<file path="src/rtl/trap_ctrl_if.sv">
// Trap controller bundle: request side from the core, CSR file access
// side, and the stall / redirect outputs back to the pipeline.
`timescale 1ns/1ps

interface trap_ctrl_if;
  // trap / return requests from the core
  logic        trap_req;
  logic [31:0] trap_pc;
  logic [31:0] trap_cause;
  logic        mret_req;

  // CSR-instruction access coming from the execute stage
  logic        inst_wr_en;
  logic        inst_wr_set;
  logic [11:0] inst_wr_reg;
  logic [31:0] inst_wr_bus;
  logic [11:0] inst_rd_reg;

  // CSR file port (read data is combinational from the file)
  logic        csr_wr_en;
  logic        csr_wr_set;
  logic [11:0] csr_wr_reg;
  logic [31:0] csr_wr_bus;
  logic [11:0] csr_rd_reg;
  logic [31:0] csr_rd_bus;

  // pipeline control
  logic        busy;
  logic        redirect_valid;
  logic [31:0] redirect_pc;

  // core + CSR file side
  modport master (
    output trap_req, trap_pc, trap_cause, mret_req,
    output inst_wr_en, inst_wr_set, inst_wr_reg, inst_wr_bus, inst_rd_reg,
    output csr_rd_bus,
    input  csr_wr_en, csr_wr_set, csr_wr_reg, csr_wr_bus, csr_rd_reg,
    input  busy, redirect_valid, redirect_pc
  );

  // trap controller side
  modport slave (
    input  trap_req, trap_pc, trap_cause, mret_req,
    input  inst_wr_en, inst_wr_set, inst_wr_reg, inst_wr_bus, inst_rd_reg,
    input  csr_rd_bus,
    output csr_wr_en, csr_wr_set, csr_wr_reg, csr_wr_bus, csr_rd_reg,
    output busy, redirect_valid, redirect_pc
  );
endinterface

</file>
<file path="src/rtl/trap_ctrl.sv">
// Machine-mode trap / mret sequencer. Owns the CSR file port while a
// sequence runs (mepc, mcause, mstatus updates, mtvec / mepc fetch) and
// otherwise passes the CSR-instruction port straight through.
`timescale 1ns/1ps

module trap_ctrl (
  input  logic         clk,
  input  logic         rst,
  trap_ctrl_if.slave   tc
);

  localparam logic [11:0] CSR_MSTATUS = 12'h300;
  localparam logic [11:0] CSR_MTVEC   = 12'h305;
  localparam logic [11:0] CSR_MEPC    = 12'h341;
  localparam logic [11:0] CSR_MCAUSE  = 12'h342;

  typedef enum logic [2:0] {
    ST_IDLE    = 3'd0,
    ST_T_EPC   = 3'd1,
    ST_T_CAUSE = 3'd2,
    ST_T_STAT  = 3'd3,
    ST_T_VEC   = 3'd4,
    ST_R_STAT  = 3'd5,
    ST_R_EPC   = 3'd6
  } state_t;

  state_t      state_r;
  state_t      next_state_s;
  logic [31:0] pc_r;
  logic [31:0] cause_r;

  logic        csr_wr_en_s;
  logic        csr_wr_set_s;
  logic [11:0] csr_wr_reg_s;
  logic [31:0] csr_wr_bus_s;
  logic [11:0] csr_rd_reg_s;
  logic        busy_s;
  logic        redirect_valid_s;
  logic [31:0] redirect_pc_s;

  // Trap entry: MPIE <= MIE, MIE <= 0, MPP <= 2'b11.
  function automatic logic [31:0] trap_mstatus(input logic [31:0] old);
    return (old & ~32'h0000_1888) | {24'h00_0000, old[3], 7'h00} | 32'h0000_1800;
  endfunction

  // Trap return: MIE <= MPIE, MPIE <= 1, MPP stays 2'b11 (M-only core).
  function automatic logic [31:0] mret_mstatus(input logic [31:0] old);
    return (old & ~32'h0000_1888) | {28'h000_0000, old[7], 3'h0}
           | 32'h0000_0080 | 32'h0000_1800;
  endfunction

  // State register; reset can abort a sequence at any point.
  always_ff @(posedge clk) begin
    if (!rst) begin
      state_r <= ST_IDLE;
    end else begin
      state_r <= next_state_s;
    end
  end

  // Capture the trapping pc/cause as the sequence starts so the core may move on.
  always_ff @(posedge clk) begin
    if (!rst) begin
      pc_r    <= 32'h0000_0000;
      cause_r <= 32'h0000_0000;
    end else if ((state_r == ST_IDLE) && tc.trap_req) begin
      pc_r    <= tc.trap_pc;
      cause_r <= tc.trap_cause;
    end else begin
      pc_r    <= pc_r;
      cause_r <= cause_r;
    end
  end

  // Sequence progression; requests only matter in IDLE and trap beats mret.
  always_comb begin
    next_state_s = state_r;
    case (state_r)
      ST_IDLE: begin
        if (tc.trap_req) begin
          next_state_s = ST_T_EPC;
        end else if (tc.mret_req) begin
          next_state_s = ST_R_STAT;
        end else begin
          next_state_s = ST_IDLE;
        end
      end
      ST_T_EPC:   next_state_s = ST_T_CAUSE;
      ST_T_CAUSE: next_state_s = ST_T_STAT;
      ST_T_STAT:  next_state_s = ST_T_VEC;
      ST_T_VEC:   next_state_s = ST_IDLE;
      ST_R_STAT:  next_state_s = ST_R_EPC;
      ST_R_EPC:   next_state_s = ST_IDLE;
      default:    next_state_s = ST_IDLE;
    endcase
  end

  // CSR port and pipeline controls; everything is held quiet while reset is low.
  always_comb begin
    csr_wr_en_s      = 1'b0;
    csr_wr_set_s     = 1'b0;
    csr_wr_reg_s     = 12'h000;
    csr_wr_bus_s     = 32'h0000_0000;
    csr_rd_reg_s     = 12'h000;
    busy_s           = 1'b0;
    redirect_valid_s = 1'b0;
    redirect_pc_s    = 32'h0000_0000;
    if (!rst) begin
      csr_wr_en_s = 1'b0;
    end else begin
      case (state_r)
        ST_IDLE: begin
          // the instruction port owns the CSR file, even on the request cycle
          csr_wr_en_s  = tc.inst_wr_en;
          csr_wr_set_s = tc.inst_wr_set;
          csr_wr_reg_s = tc.inst_wr_reg;
          csr_wr_bus_s = tc.inst_wr_bus;
          csr_rd_reg_s = tc.inst_rd_reg;
        end
        ST_T_EPC: begin
          busy_s       = 1'b1;
          csr_wr_en_s  = 1'b1;
          csr_wr_reg_s = CSR_MEPC;
          csr_wr_bus_s = pc_r;
        end
        ST_T_CAUSE: begin
          busy_s       = 1'b1;
          csr_wr_en_s  = 1'b1;
          csr_wr_reg_s = CSR_MCAUSE;
          csr_wr_bus_s = cause_r;
        end
        ST_T_STAT: begin
          // read-modify-write in one cycle on the combinational read path
          busy_s       = 1'b1;
          csr_rd_reg_s = CSR_MSTATUS;
          csr_wr_en_s  = 1'b1;
          csr_wr_reg_s = CSR_MSTATUS;
          csr_wr_bus_s = trap_mstatus(tc.csr_rd_bus);
        end
        ST_T_VEC: begin
          // direct mode only: the two mode bits of mtvec are dropped
          busy_s           = 1'b1;
          csr_rd_reg_s     = CSR_MTVEC;
          redirect_valid_s = 1'b1;
          redirect_pc_s    = tc.csr_rd_bus & 32'hFFFF_FFFC;
        end
        ST_R_STAT: begin
          busy_s       = 1'b1;
          csr_rd_reg_s = CSR_MSTATUS;
          csr_wr_en_s  = 1'b1;
          csr_wr_reg_s = CSR_MSTATUS;
          csr_wr_bus_s = mret_mstatus(tc.csr_rd_bus);
        end
        ST_R_EPC: begin
          busy_s           = 1'b1;
          csr_rd_reg_s     = CSR_MEPC;
          redirect_valid_s = 1'b1;
          redirect_pc_s    = tc.csr_rd_bus;
        end
        default: begin
          busy_s = 1'b0;
        end
      endcase
    end
  end

  assign tc.csr_wr_en      = csr_wr_en_s;
  assign tc.csr_wr_set     = csr_wr_set_s;
  assign tc.csr_wr_reg     = csr_wr_reg_s;
  assign tc.csr_wr_bus     = csr_wr_bus_s;
  assign tc.csr_rd_reg     = csr_rd_reg_s;
  assign tc.busy           = busy_s;
  assign tc.redirect_valid = redirect_valid_s;
  assign tc.redirect_pc    = redirect_pc_s;

endmodule

</file>
<file path="src/flat_wrapper.sv">
// flat-port wrapper written by rule: the top's interface ports become plain ports
module trap_ctrl_flat 
  (clk, rst, tc_trap_req, tc_trap_pc, tc_trap_cause, tc_mret_req, tc_inst_wr_en, tc_inst_wr_set, tc_inst_wr_reg, tc_inst_wr_bus, tc_inst_rd_reg, tc_csr_rd_bus, tc_csr_wr_en, tc_csr_wr_set, tc_csr_wr_reg, tc_csr_wr_bus, tc_csr_rd_reg, tc_busy, tc_redirect_valid, tc_redirect_pc);
  trap_ctrl_if tc_i ();
  input  logic clk;
  input  logic rst;
  input wire logic [$bits(tc_i.trap_req)-1:0] tc_trap_req;
  input wire logic [$bits(tc_i.trap_pc)-1:0] tc_trap_pc;
  input wire logic [$bits(tc_i.trap_cause)-1:0] tc_trap_cause;
  input wire logic [$bits(tc_i.mret_req)-1:0] tc_mret_req;
  input wire logic [$bits(tc_i.inst_wr_en)-1:0] tc_inst_wr_en;
  input wire logic [$bits(tc_i.inst_wr_set)-1:0] tc_inst_wr_set;
  input wire logic [$bits(tc_i.inst_wr_reg)-1:0] tc_inst_wr_reg;
  input wire logic [$bits(tc_i.inst_wr_bus)-1:0] tc_inst_wr_bus;
  input wire logic [$bits(tc_i.inst_rd_reg)-1:0] tc_inst_rd_reg;
  input wire logic [$bits(tc_i.csr_rd_bus)-1:0] tc_csr_rd_bus;
  output wire logic [$bits(tc_i.csr_wr_en)-1:0] tc_csr_wr_en;
  output wire logic [$bits(tc_i.csr_wr_set)-1:0] tc_csr_wr_set;
  output wire logic [$bits(tc_i.csr_wr_reg)-1:0] tc_csr_wr_reg;
  output wire logic [$bits(tc_i.csr_wr_bus)-1:0] tc_csr_wr_bus;
  output wire logic [$bits(tc_i.csr_rd_reg)-1:0] tc_csr_rd_reg;
  output wire logic [$bits(tc_i.busy)-1:0] tc_busy;
  output wire logic [$bits(tc_i.redirect_valid)-1:0] tc_redirect_valid;
  output wire logic [$bits(tc_i.redirect_pc)-1:0] tc_redirect_pc;
  assign tc_i.trap_req = tc_trap_req;
  assign tc_i.trap_pc = tc_trap_pc;
  assign tc_i.trap_cause = tc_trap_cause;
  assign tc_i.mret_req = tc_mret_req;
  assign tc_i.inst_wr_en = tc_inst_wr_en;
  assign tc_i.inst_wr_set = tc_inst_wr_set;
  assign tc_i.inst_wr_reg = tc_inst_wr_reg;
  assign tc_i.inst_wr_bus = tc_inst_wr_bus;
  assign tc_i.inst_rd_reg = tc_inst_rd_reg;
  assign tc_i.csr_rd_bus = tc_csr_rd_bus;
  assign tc_csr_wr_en = tc_i.csr_wr_en;
  assign tc_csr_wr_set = tc_i.csr_wr_set;
  assign tc_csr_wr_reg = tc_i.csr_wr_reg;
  assign tc_csr_wr_bus = tc_i.csr_wr_bus;
  assign tc_csr_rd_reg = tc_i.csr_rd_reg;
  assign tc_busy = tc_i.busy;
  assign tc_redirect_valid = tc_i.redirect_valid;
  assign tc_redirect_pc = tc_i.redirect_pc;
  trap_ctrl u_core (.clk(clk), .rst(rst), .tc(tc_i));
endmodule
</file>
<file path="config.mk">
export PLATFORM = sky130hd
export DESIGN_NAME = trap_ctrl_flat
export DESIGN_NICKNAME = d
export VERILOG_FILES = /design/src/rtl/trap_ctrl_if.sv /design/src/rtl/trap_ctrl.sv /design/src/flat_wrapper.sv
export SDC_FILE = /design/constraint.sdc
export NUM_CORES = 1
export LEC_CHECK = 0
export BUFFER_PORTS_ARGS = -buffer_cell sky130_fd_sc_hd__buf_2
export CAP_MARGIN = 20
export CELL_PAD_IN_SITES_DETAIL_PLACEMENT = 0
export CELL_PAD_IN_SITES_GLOBAL_PLACEMENT = 1
export CORE_ASPECT_RATIO = 0.9
export CORE_MARGIN = 2
export CORE_UTILIZATION = 27
export CTS_BUF_LIST = sky130_fd_sc_hd__clkbuf_4
export CTS_CLUSTER_DIAMETER = 200
export CTS_CLUSTER_SIZE = 10
export DETAILED_ROUTE_END_ITERATION = 10
export PLACE_DENSITY_LB_ADDON = 0.1
export SLEW_MARGIN = 10
export SYNTH_ARGS = -nofsm -noshare
export SYNTH_HDL_FRONTEND = slang
export SYNTH_SLANG_ARGS = --single-unit
</file>
<file path="constraint.sdc">
create_clock -name clk -period 1.6 [get_ports clk]
set_clock_uncertainty 0.05 [all_clocks]
set_input_delay 0.32 -clock clk [delete_from_list [all_inputs] [get_ports clk]]
set_output_delay 0.32 -clock clk [all_outputs]
set_load 0.02 [all_outputs]
</file>
# After elaboration in Yosys (flattened, before gate mapping)
# Index checks and enable logic that the tools add are counted.
# word_totals
register_bits	67
latch_bits	0
ramBits	0
rom_bits	0
inputBits	158
word_cells	36
n_memories	0
# classes
addsub	0
mul	0
div	0
magnitude_cmp	0
n_eq_ne	6
shifts	0
mux	19
bitwise	2
reduce_logical	6
# op_table
cell	count
case mux 32 bit (5 select lines)	1
case mux 12 bit (4 select lines)	2
two-way mux 32 bit	2
case mux 32 bit (2 select lines)	1
OR 32 x 4 -> 32 bit	1
OR 32 x 8 -> 32 bit	1
two-way mux 12 bit	2
case mux 3 bit (5 select lines)	1
== test 3 bit (second input constant)	3
two-way mux 1 bit	7
== test 3 x 2 -> 1 bit (second input constant)	2
two-way mux 3 bit	2
OR reduction 6 bit	1
OR reduction 2 bit	2
OR reduction 4 bit	1
== test 3 x 1 -> 1 bit (second input constant)	1
logical NOT 3 bit	1
case mux 1 bit (2 select lines)	1
logical AND 1 bit	1

# Depth between registers and ports, before layout
# Gate-level depths: netlist of run 1.
# depth
depth_word	4
mapped_depth	7
mapped_depth_nobuf	3

# Worst setup path before layout of run 1
# OpenSTA, ideal clock, no wires.
# synth_timing
path_kind	flip-flop to output port
startpoint	reg u_core.state_r[1]
endpoint	out tc_csr_wr_reg[6]
arrival_ns	1.460
path_slack_ns	-0.230
path_stages_with_launch	6
n_path_buf	3
cell_sequence	dfxtp_1 buf_6 buf_4 buf_4 nor3_1 a211oi_1
# synth_between
elab_chain_cells	4
word_cells_on_any_way	8
# synth_lines
element	line_no	source
start, declared	trap_ctrl.sv:27	state_t state_r;
start signal, assigned	trap_ctrl.sv:57	state_r <= next_state_s;
== test 3 x 2 -> 1 bit / == test 3 bit (equally long branches)	trap_ctrl.sv:111	case (state_r)
OR reduction 2 bit (no source line)	-	
case mux 12 bit (4 select lines) *	trap_ctrl.sv:111	
two-way mux 12 bit *	trap_ctrl.sv:108	if (!rst) begin
end, declared	flat_wrapper.sv:19	output wire logic [$bits(tc_i.csr_wr_reg)-1:0] tc_csr_wr_reg;
# Every way passes the cells marked *; elsewhere a longest branch is shown, timed or not.

# Final worst setup path of run 1
# layout_timing
startpoint	reg u_core.state_r[0]
endpoint	out tc_csr_wr_bus[15]
# layout_between
elab_chain_cells	3
word_cells_on_any_way	7
# layout_lines
element	line_no	source
== test 3 bit (tied with other cells)	trap_ctrl.sv:111	
case mux 32 bit (5 select lines) *	trap_ctrl.sv:111	
two-way mux 32 bit *	trap_ctrl.sv:108	
end, declared	flat_wrapper.sv:20	output wire logic [$bits(tc_i.csr_wr_bus)-1:0] tc_csr_wr_bus;
# Marks and branches as above.

==> flow_metrics.env, run 1 <==
export IMPL_status="finished with violations"
export IMPL_failed_checks="setup timing"
export IMPL_critPathKind="reg -> out"
export IMPL_critPathLaunchType="flop"
export IMPL_first_pass_iters=6
export IMPL_synth_fp_nets=673
export IMPL_ys_warn_count=0
export IMPL_port_buffers=249
export IMPL_worstPathMaxFanout=15
export IMPL_final_setup_tns_ns=-64.19
export IMPL_p_leak_nw=3.51
export IMPL_preCtsSetupSlack_ns=-0.388
export IMPL_viasPerCell=4.89
export IMPL_cts_buffers=9
export IMPL_clk_path_buf_depth=2
export IMPL_max_cap_violations=0
export IMPL_cts_sinks=67
export IMPL_slew_headroom=0.694
export IMPL_syn_area_um2=3970
export IMPL_synthToLayoutAreaGrowth_pct=103
export IMPL_antenna_left=0
export IMPL_crit_path_end_kind="primary output"
export IMPL_min_path_type="in -> reg"
export IMPL_ys_ff_latch=67
export IMPL_holdBufCountCts=0
export IMPL_coreArea_um2=14600
export IMPL_die_h_um=119
export IMPL_fin_nets=982
export IMPL_initial_core_util=0.273
export IMPL_ios=250
export IMPL_finalWeightedCongestion=0.756
export IMPL_grt_max_degree=81
export IMPL_ys_seq_area_frac=0.338
export IMPL_antenna_found_initial=0
export IMPL_tritoncts="yes"
export IMPL_htree_levels=3
export IMPL_antenna_cells=0
export IMPL_wl_um=17500
export IMPL_worstPathRequired_ns=1.23
export IMPL_wire_per_inst_um=17.0
export IMPL_rsz0062_at_grt="true"
export IMPL_max_freq_mhz=454
export IMPL_finalHoldViolCount=0
export IMPL_power_density_nw_per_um2=718
export IMPL_root_buffer="clkbuf_4"
export IMPL_ir_worst_vdd_v=0.000419
export IMPL_clk_latency_ns=0.40
export IMPL_setup_violations=157
export IMPL_tightest_slew_ns=0.459
export IMPL_track_usage=0.207
export IMPL_synth_cell_types=35
export IMPL_dieArea_um2=15700
export IMPL_setup_slack_ns=-0.605
export IMPL_dp_final_hpwl_um=10400
export IMPL_utilization=0.554
export IMPL_grt_first_pass_wirelength_um=25700
export IMPL_min_period_ns=2.20
export IMPL_drtIter0Drc=155
export IMPL_synth_avg_cell_area_um2=7.71
export IMPL_period_share=1.38
export IMPL_drv_slew=0
export IMPL_grt_overflow=0
export IMPL_fp_dieW_um=132
export IMPL_vias=5020
export IMPL_grt_pass1_vias=4852
export IMPL_critPathArrivalTime_ns=1.83
export IMPL_rows=42
export IMPL_drive_gt1_frac=0.649
export IMPL_clk_pin_slew_worst_paths_ns=0.11
export IMPL_drc=0
export IMPL_syn_inst=515
[layer usage]
| metal | global-route usage | up-vias | share of wire | wire [µm] |
|---|---|---|---|---|
| li1 | - | 2434 | - | - |
| met1 | 0.266 | 2404 | 0.43 | 7530 |
| met2 | 0.349 | 168 | 0.49 | 8570 |
| met3 | 0.0532 | 14 | 0.068 | 1190 |
| met4 | 0.0435 | 0 | 0.0092 | 161 |
| met5 | 0 | - | 0 | 0 |
[synthesized netlist by cell type (all sizes together)]
cell | instances | area [µm²]
a211oi | 1 | 7.51
a21boi | 3 | 22.5
a21oi | 4 | 20.0
a221o | 28 | 280
a2bb2oi | 1 | 8.76
a31o | 1 | 8.76
and2 | 50 | 313
and3 | 3 | 18.8
buf | 30 | 234
clkbuf | 22 | 88.8
dfxtp | 67 | 1340
inv | 3 | 11.3
mux2i | 31 | 310
nand2 | 70 | 263
nand2b | 3 | 26.3
nand3 | 65 | 325
nand3b | 2 | 15.0
nor2 | 39 | 156
nor2b | 4 | 25.0
nor3 | 5 | 25.0
nor4b | 1 | 23.8
o211a | 3 | 30.0
o21ai | 74 | 370
o22ai | 1 | 6.26
o32ai | 1 | 8.76
or3 | 1 | 6.26
or3b | 1 | 8.76
xnor2 | 1 | 16.3
[sequential cells by signal, indices dropped and copies added (netlist names)]
signal          count
u_core.cause_r     32
u_core.pc_r        32
u_core.state_r      3
[final timing paths]
kind | from | endpoint | slack (ns) | cells past startpoint
setup / recovery | u_core.state_r[0] | tc_csr_wr_bus[15] | -0.60 | 6
hold / removal | tc_trap_cause[14] | u_core.cause_r[14] | 0.07 | 3
setup reg to reg | u_core.state_r[2] | u_core.cause_r[7] | -0.41 | 11
hold reg to reg | u_core.cause_r[12] | u_core.cause_r[12] | 0.41 | 2
[cells in the final DEF, fill, tap and decap left out, types with 3 or more instances in the layout]
cell,instances
buf_2,156
buf_6,94
nand2_1,68
dfxtp_1,64
buf_4,42
o21ai_2,41
and2_4,40
o21ai_1,32
buf_12,32
nand3_2,30
a221o_1,28
mux2i_1,27
nand3_1,26
nor2_1,23
nor2_2,14
buf_8,13
clkbuf_4,10
nand3_4,9
buf_16,8
and2_2,6
and2_1,4
clkbuf_16,4
and3_4,3
nor2b_1,3
a21oi_2,3
nor2_4,3
o211a_1,3
clkinv_1,3
[kinds of logic (layout without fill, tap and decap cells)]
kind of cell | after synthesis | count (layout) | synth area share
simple gates | 244 | 245 | 0.304
mux | 31 | 31 | 0.0781
flops | 67 | 67 | 0.338
compound gates | 117 | 117 | 0.192
buf+inv | 55 | 367 | 0.0841
xor+xnor | 1 | 1 | 0.00410
[metrics by stage]
step,power [mW],std cells,instance area (µm²),hold slack (ns)
CTS,5.60,1019,7430,0.0282
floorplan,2.98,515,4070,0.378
finish,5.79,1026,8060,0.0705
global route,6.11,1026,8060,0.0415
detailed placement,3.64,949,5650,0.394
global placement,3.62,949,5650,0.387
[power breakdown]
group | switching [mW] | total (mW) | internal [mW]
Sequential | 0.0958 | 1.91 | 1.82
Clock | 0.604 | 0.913 | 0.309
Combinational | 1.35 | 2.96 | 1.62
Total | 2.05 | 5.79 | 3.74
[worst max-delay path, cell delays in order, from the launching register on]
cell	delay (ns)
dfxtp_2	0.34
buf_6	0.12
or3b_4	0.41
buf_12	0.18
nor2_1	0.11
a221o_1	0.12
buf_4	0.14
[final cells by class]
cell class	instances	area [µm²]
inverters	3	16.3
flip-flops and latches	67	1350
well taps	198	248
multi-input cells	394	3040
clock inverters	5	21.3
repair buffers	349	3310
fillers	1367	6490
clock buffers	10	75.1
[what timing repair did]
| item | in CTS | in global routing |
|---|---|---|
| pin swaps | 44 | 81 |
| cloned | 18 | 4 |
| resized for setup | 284 | 203 |
| buffers inserted | 37 | 18 |
| endpoints found under the setup margin | 157 | 157 |
Note: power is estimated with default switching activity, not from simulation.
==> inputs of run 2 (changes only) <==
==> constraint.sdc (replaced) <==
create_clock -name clk -period 2 [get_ports clk]
set_clock_uncertainty 0.05 [all_clocks]
set_input_delay 0.4 -clock clk [delete_from_list [all_inputs] [get_ports clk]]
set_output_delay 0.4 -clock clk [all_outputs]
set_load 0.02 [all_outputs]
==> run 2 against run 1 <==
The run still ends with setup timing left. First-iteration DRC count rose by 59%. Count of clock-buffer cells in the layout did not move. Global-route usage fell by 2.1 points. Sequential cell count did not move. Die area did not move. Routed wire length fell by 10%. Largest cell class is now multi-input combinational cells. Combinational power fell by 46%. Setup slack improved by 0.34 ns. Utilization fell by 11 points.
==> flow_metrics.env, run 2 (synthesis results as in run 1) <==
export IMPL_status="finished with violations"
export IMPL_failed_checks="setup timing"
export IMPL_reg_top3="u_core.cause_r: 32 flops, u_core.pc_r: 32 flops, u_core.state_r: 3 flops"
export IMPL_drc=0
export IMPL_cts_buffers=9
export IMPL_critPathKind="reg -> out"
export IMPL_grt_pass1_vias=4391
export IMPL_setup_violations=85
export IMPL_drtIter0Drc=247
export IMPL_crit_path_end_kind="primary output"
export IMPL_first_pass_iters=4
export IMPL_slew_headroom=0.558
export IMPL_tightest_slew_ns=0.663
export IMPL_wire_per_inst_um=16.1
export IMPL_grt_overflow=0
export IMPL_coreArea_um2=14600
export IMPL_root_buffer="clkbuf_4"
export IMPL_grt_first_pass_wirelength_um=23200
export IMPL_period_share=1.13
export IMPL_min_path_cells=3
export IMPL_wl_um=15700
export IMPL_critPathLaunchType="flop"
export IMPL_setup_slack_ns=-0.266
export IMPL_drive_gt1_frac=0.489
export IMPL_dp_cells=938
export IMPL_vias=4701
export IMPL_htree_levels=3
export IMPL_synthToLayoutAreaGrowth_pct=64.1
export IMPL_preCtsSetupSlack_ns=-0.161
export IMPL_antenna_found_initial=3
export IMPL_drv_slew=0
export IMPL_hold_end="u_core.pc_r[29]"
export IMPL_initial_core_util=0.273
export IMPL_dieArea_um2=15700
export IMPL_critPathArrivalTime_ns=1.82
export IMPL_ios=250
export IMPL_reg2reg_to="u_core.pc_r[17]"
export IMPL_clk_path_buf_depth=2
export IMPL_rsz0062_at_grt="true"
export IMPL_cts_sinks=67
export IMPL_tritoncts="yes"
export IMPL_antenna_left=0
export IMPL_finalWeightedCongestion=0.948
export IMPL_finalHoldViolCount=0
export IMPL_rows=42
export IMPL_min_path_type="in -> reg"
export IMPL_viasPerCell=4.81
export IMPL_fin_nets=931
export IMPL_max_freq_mhz=441
export IMPL_min_period_ns=2.27
export IMPL_hp_start="tc_trap_pc[29]"
export IMPL_clk_latency_ns=0.40
export IMPL_final_common_cell="buf_2"
export IMPL_finalHoldWorstSlack_ns=0.152
export IMPL_track_usage=0.186
export IMPL_power_density_nw_per_um2=592
export IMPL_max_cap_violations=0
export IMPL_die_h_um=119
export IMPL_final_cell_mix="177 x buf_2, 70 x nand2_1, 65 x nand3_1"
export IMPL_clk_pin_slew_worst_paths_ns=0.12
export IMPL_grt_max_degree=82
export IMPL_ir_worst_vdd_v=0.000201
export IMPL_rrSetupSlack_ns=0.21
export IMPL_worstPathRequired_ns=1.55
export IMPL_layout_cells_non_filler=977
export IMPL_dp_final_hpwl_um=10800
export IMPL_utilization=0.448
export IMPL_r2r_cells=6
export IMPL_port_buffers=249
export IMPL_dpl_cell_area_um2=5410
export IMPL_fin_area_um2=6520
export IMPL_fp_dieW_um=132
export IMPL_timing_rr_start="u_core.state_r[2]"
export IMPL_p_leak_nw=2.90
export IMPL_worstPathMaxFanout=7
-- run 2: cell types whose count changed in the layout (fill, tap and decap cells not counted), sizes merged --
cell	previous run	this run
buf	345	295
clkbuf	14	13
diode	0	2
-- run 2: timing repair --
item / 4_1_cts / 5_1_grt
endpoints found under the hold margin: 0 / 0
hold buffers: 0 / 0
cloned: 2 / 4
resized for setup: 145 / 90
setup endpoints to repair: 92 / 92
setup buffers: 10 / 6
pin swaps: 9 / 35
-- run 2: stage by stage --
| step | setup TNS, ns | total power [mW] |
|---|---|---|
| floorplan | 0 | 2.36 |
| global placement | -2.62 | 2.80 |
| detailed placement | -4.39 | 2.82 |
| CTS | -18.26 | 3.81 |
| global route | -22.58 | 4.11 |
| finish | -12.74 | 3.86 |
-- run 2: how the worst max path moves through the flow --
stage / cells past startpoint / startpoint / end / slack (ns)
3_5_place_dp: 5 / rst / tc_csr_wr_bus[20] / -0.16
6_report: 6 / u_core.state_r[1] / tc_csr_wr_bus[23] / -0.27
5_1_grt: 5 / u_core.state_r[1] / tc_csr_wr_bus[5] / -0.37
2_1_floorplan: 5 / rst / tc_csr_rd_reg[2] / 0.01
4_1_cts: 6 / u_core.state_r[1] / tc_csr_wr_bus[20] / -0.30
3_3_place_gp: 5 / rst / tc_csr_wr_bus[25] / -0.10
-- run 2: final cells by class --
class                      instances  area [µm²]
clock buffer                      10        75.1
tap                              198         248
inverter                           3        11.3
sequential                        67        1350
clock inverter                     5        21.3
multi-input combinational        394        2510
timing repair buffer             298        2290
fill                            1530        8040
antenna                            2        5.00
-- run 2: metal layers --
layer / part of all wire / wire, µm / global-route usage
met5: 0 / 0 / 0
met4: 0.012 / 192 / 0.0530
met3: 0.077 / 1210 / 0.0541
met2: 0.48 / 7490 / 0.311
met1: 0.43 / 6820 / 0.233
-- run 2: critical path, stage by stage (launching register included) --
cell and delay, ns:
dfxtp_4 0.43, buf_12 0.15, buf_12 0.12, mux2i_2 0.21, nor2_1 0.07, a221o_1 0.29, buf_6 0.14
-- run 2: power by group --
part	internal, mW	switching (mW)	total (mW)	leakage, nW
combinational	0.769	0.817	1.59	2.29
sequential	1.45	0.0750	1.53	0.551
clock	0.248	0.495	0.742	0.0585
==> inputs of run 3 (changes only) <==
--- a/config.mk
+++ b/config.mk
@@ -11,8 +11,7 @@
 export CELL_PAD_IN_SITES_GLOBAL_PLACEMENT = 1
 export CORE_ASPECT_RATIO = 0.9
 export CORE_MARGIN = 2
-export CORE_UTILIZATION = 27
-export CTS_BUF_LIST = sky130_fd_sc_hd__clkbuf_4
+export CORE_UTILIZATION = 26
 export CTS_CLUSTER_DIAMETER = 200
 export CTS_CLUSTER_SIZE = 10
 export DETAILED_ROUTE_END_ITERATION = 10
==> run 3 against run 2 <==
The run still ends with setup timing left. Cell count decreased by 0.72%. Sequential share of layout area decreased by 0.078 points. Sequential power about the same. Register-to-register slack improved by 0.06 ns. Maximum frequency increased by 0.99%. Sequential cell count unchanged. Via count decreased by 1.3%. Largest cell class unchanged.
==> flow_metrics.env, run 3 (synthesis results as in run 1) <==
export IMPL_status="finished with violations"
export IMPL_failed_checks="setup timing"
export IMPL_period_share=1.12
export IMPL_final_common_cell="buf_2"
export IMPL_drive_gt1_frac=0.477
export IMPL_finalHoldViolCount=0
export IMPL_fin_nets=924
export IMPL_dp_cells=938
export IMPL_critPathKind="reg -> out"
export IMPL_worstPathMaxFanout=18
export IMPL_antenna_left=0
export IMPL_critPathArrivalTime_ns=1.79
export IMPL_crit_buf_inv=3
export IMPL_min_period_ns=2.24
export IMPL_tightest_slew_ns=0.797
export IMPL_initial_core_util=0.268
export IMPL_min_path_type="in -> reg"
export IMPL_grt_use_met1=0.218
export IMPL_first_pass_iters=4
export IMPL_clk_pin_slew_worst_paths_ns=0.05
export IMPL_use_met2=0.318
export IMPL_clk_path_buf_depth=2
export IMPL_setup_slack_ns=-0.244
export IMPL_ir_worst_vdd_v=0.000364
export IMPL_fp_dieW_um=134
export IMPL_utilization=0.440
export IMPL_root_buffer="clkbuf_16"
export IMPL_synthToLayoutAreaGrowth_pct=64.4
export IMPL_grt_busiest_layer="met2"
export IMPL_power_mw=4.59
export IMPL_vias=4642
export IMPL_max_freq_mhz=446
export IMPL_slowest_stage="or3b_4"
export IMPL_critPathLaunchType="flop"
export IMPL_critical_path_max_stage_delay_ns=0.42
export IMPL_antenna_found_initial=2
export IMPL_grt_first_pass_wirelength_um=23100
export IMPL_dieArea_um2=16300
export IMPL_p_sw_mw=1.43
export IMPL_max_cap_violations=0
export IMPL_cts_buffers=9
export IMPL_htree_levels=3
export IMPL_drc=0
export IMPL_ios=250
export IMPL_crit_path_end_kind="primary output"
export IMPL_critical_path_cell_chain="buf_6 -> or3b_4 -> buf_12 -> nor2_1 -> a221o_1 -> buf_4"
export IMPL_wire_per_inst_um=16.1
export IMPL_power_density_nw_per_um2=703
export IMPL_port_buffers=249
export IMPL_slew_headroom=0.469
export IMPL_dp_final_hpwl_um=10600
export IMPL_seqPwrFrac=0.334
export IMPL_die_h_um=121
export IMPL_internal_power_mw=3.15
export IMPL_wl_um=15600
export IMPL_layout_cells_non_filler=970
export IMPL_use_met3=0.0476
export IMPL_finalWeightedCongestion=0.744
export IMPL_grt_pass1_vias=4452
export IMPL_holdBufCountCts=0
export IMPL_crit_family="simple AND/OR/NAND/NOR gates"
export IMPL_reg_top3="u_core.cause_r: 32 flops, u_core.pc_r: 32 flops, u_core.state_r: 3 flops"
export IMPL_final_cell_mix="165 x buf_2, 70 x nand2_1, 65 x nand3_1"
export IMPL_final_setup_tns_ns=-11.78
export IMPL_clkPwrFrac=0.335
export IMPL_p_leak_nw=2.91
export IMPL_grt_overflow=0
export IMPL_drtIter0Drc=221
export IMPL_drv_slew=0
export IMPL_grt_max_degree=81
export IMPL_coreArea_um2=14800
export IMPL_tritoncts="yes"
export IMPL_setup_violations=79
export IMPL_combPwrFrac=0.331
export IMPL_viasPerCell=4.79
export IMPL_swShare=0.313
export IMPL_rows=42
export IMPL_track_usage=0.182
export IMPL_worstPathRequired_ns=1.55
export IMPL_rsz0062_at_grt="true"
export IMPL_fillers=1551
export IMPL_clk_latency_ns=0.33
export IMPL_cts_sinks=67
==> run 3: area by class of cell <==
| cell class | instances | area [µm²] | area share |
|---|---|---|---|
| tap | 198 | 248 | 0.0380 |
| clock buffer | 15 | 288 | 0.0441 |
| multi-input combinational | 394 | 2470 | 0.379 |
| sequential | 67 | 1350 | 0.207 |
| inverter | 3 | 13.8 | 0.00211 |
| timing repair buffer | 291 | 2150 | 0.329 |
| clock inverter | 1 | 5.00 | 0.000767 |
| antenna | 1 | 2.50 | 0.000383 |
==> run 3: worst reg2reg max path: cells and delay by family, from the launching register on <==
kind / cells / cell delay [ns]
flip-flops: 1 / 0.36
AO/OA/AOI/OAI: 1 / 0.12
buffers and inverters: 3 / 0.53
AND/OR/NAND/NOR: 2 / 0.62
==> run 3: power by group through the flow <==
stage | clock network (mW) | logic (mW) | registers [mW]
global route | 1.65 | 1.65 | 1.54
floorplan | 0 | 0.829 | 1.53
finish | 1.54 | 1.52 | 1.53
CTS | 1.59 | 1.44 | 1.53
global placement | 0 | 1.25 | 1.55
detailed placement | 0 | 1.27 | 1.55
==> run 3: repair_timing <==
| item | CTS | global route |
|---|---|---|
| gates cloned | 4 | 1 |
| buffers inserted | 8 | 3 |
| pin swaps | 3 | 35 |
| endpoints found under the setup margin | 86 | 92 |
| gates resized for setup | 83 | 136 |
==> run 3: worst paths after layout <==
path	startpoint	to	slack, ns	cells past startpoint
worst max-delay path	u_core.state_r[0]	tc_csr_wr_bus[13]	-0.24	6
worst min-delay path	tc_trap_cause[5]	u_core.cause_r[5]	0.24	3
worst max register to register	u_core.state_r[0]	u_core.cause_r[23]	0.27	6
worst min register to register	u_core.pc_r[0]	u_core.pc_r[0]	0.40	2
==> run 3: per-layer routing <==
metal	up-vias	wire [µm]
met2	192	7520
met5	-	9
li1	2308	-
met4	2	212
met1	2125	6650
met3	15	1210
==> run 3: metrics by stage <==
stage	hold slack (ns)	setup slack [ns]	cell area [µm²]
finish	0.236	-0.244	6530
global route	0.235	-0.308	6530
CTS	0.219	-0.245	6090
detailed placement	0.393	-0.142	5420
global placement	0.389	-0.112	5420
floorplan	0.378	0.0136	3970
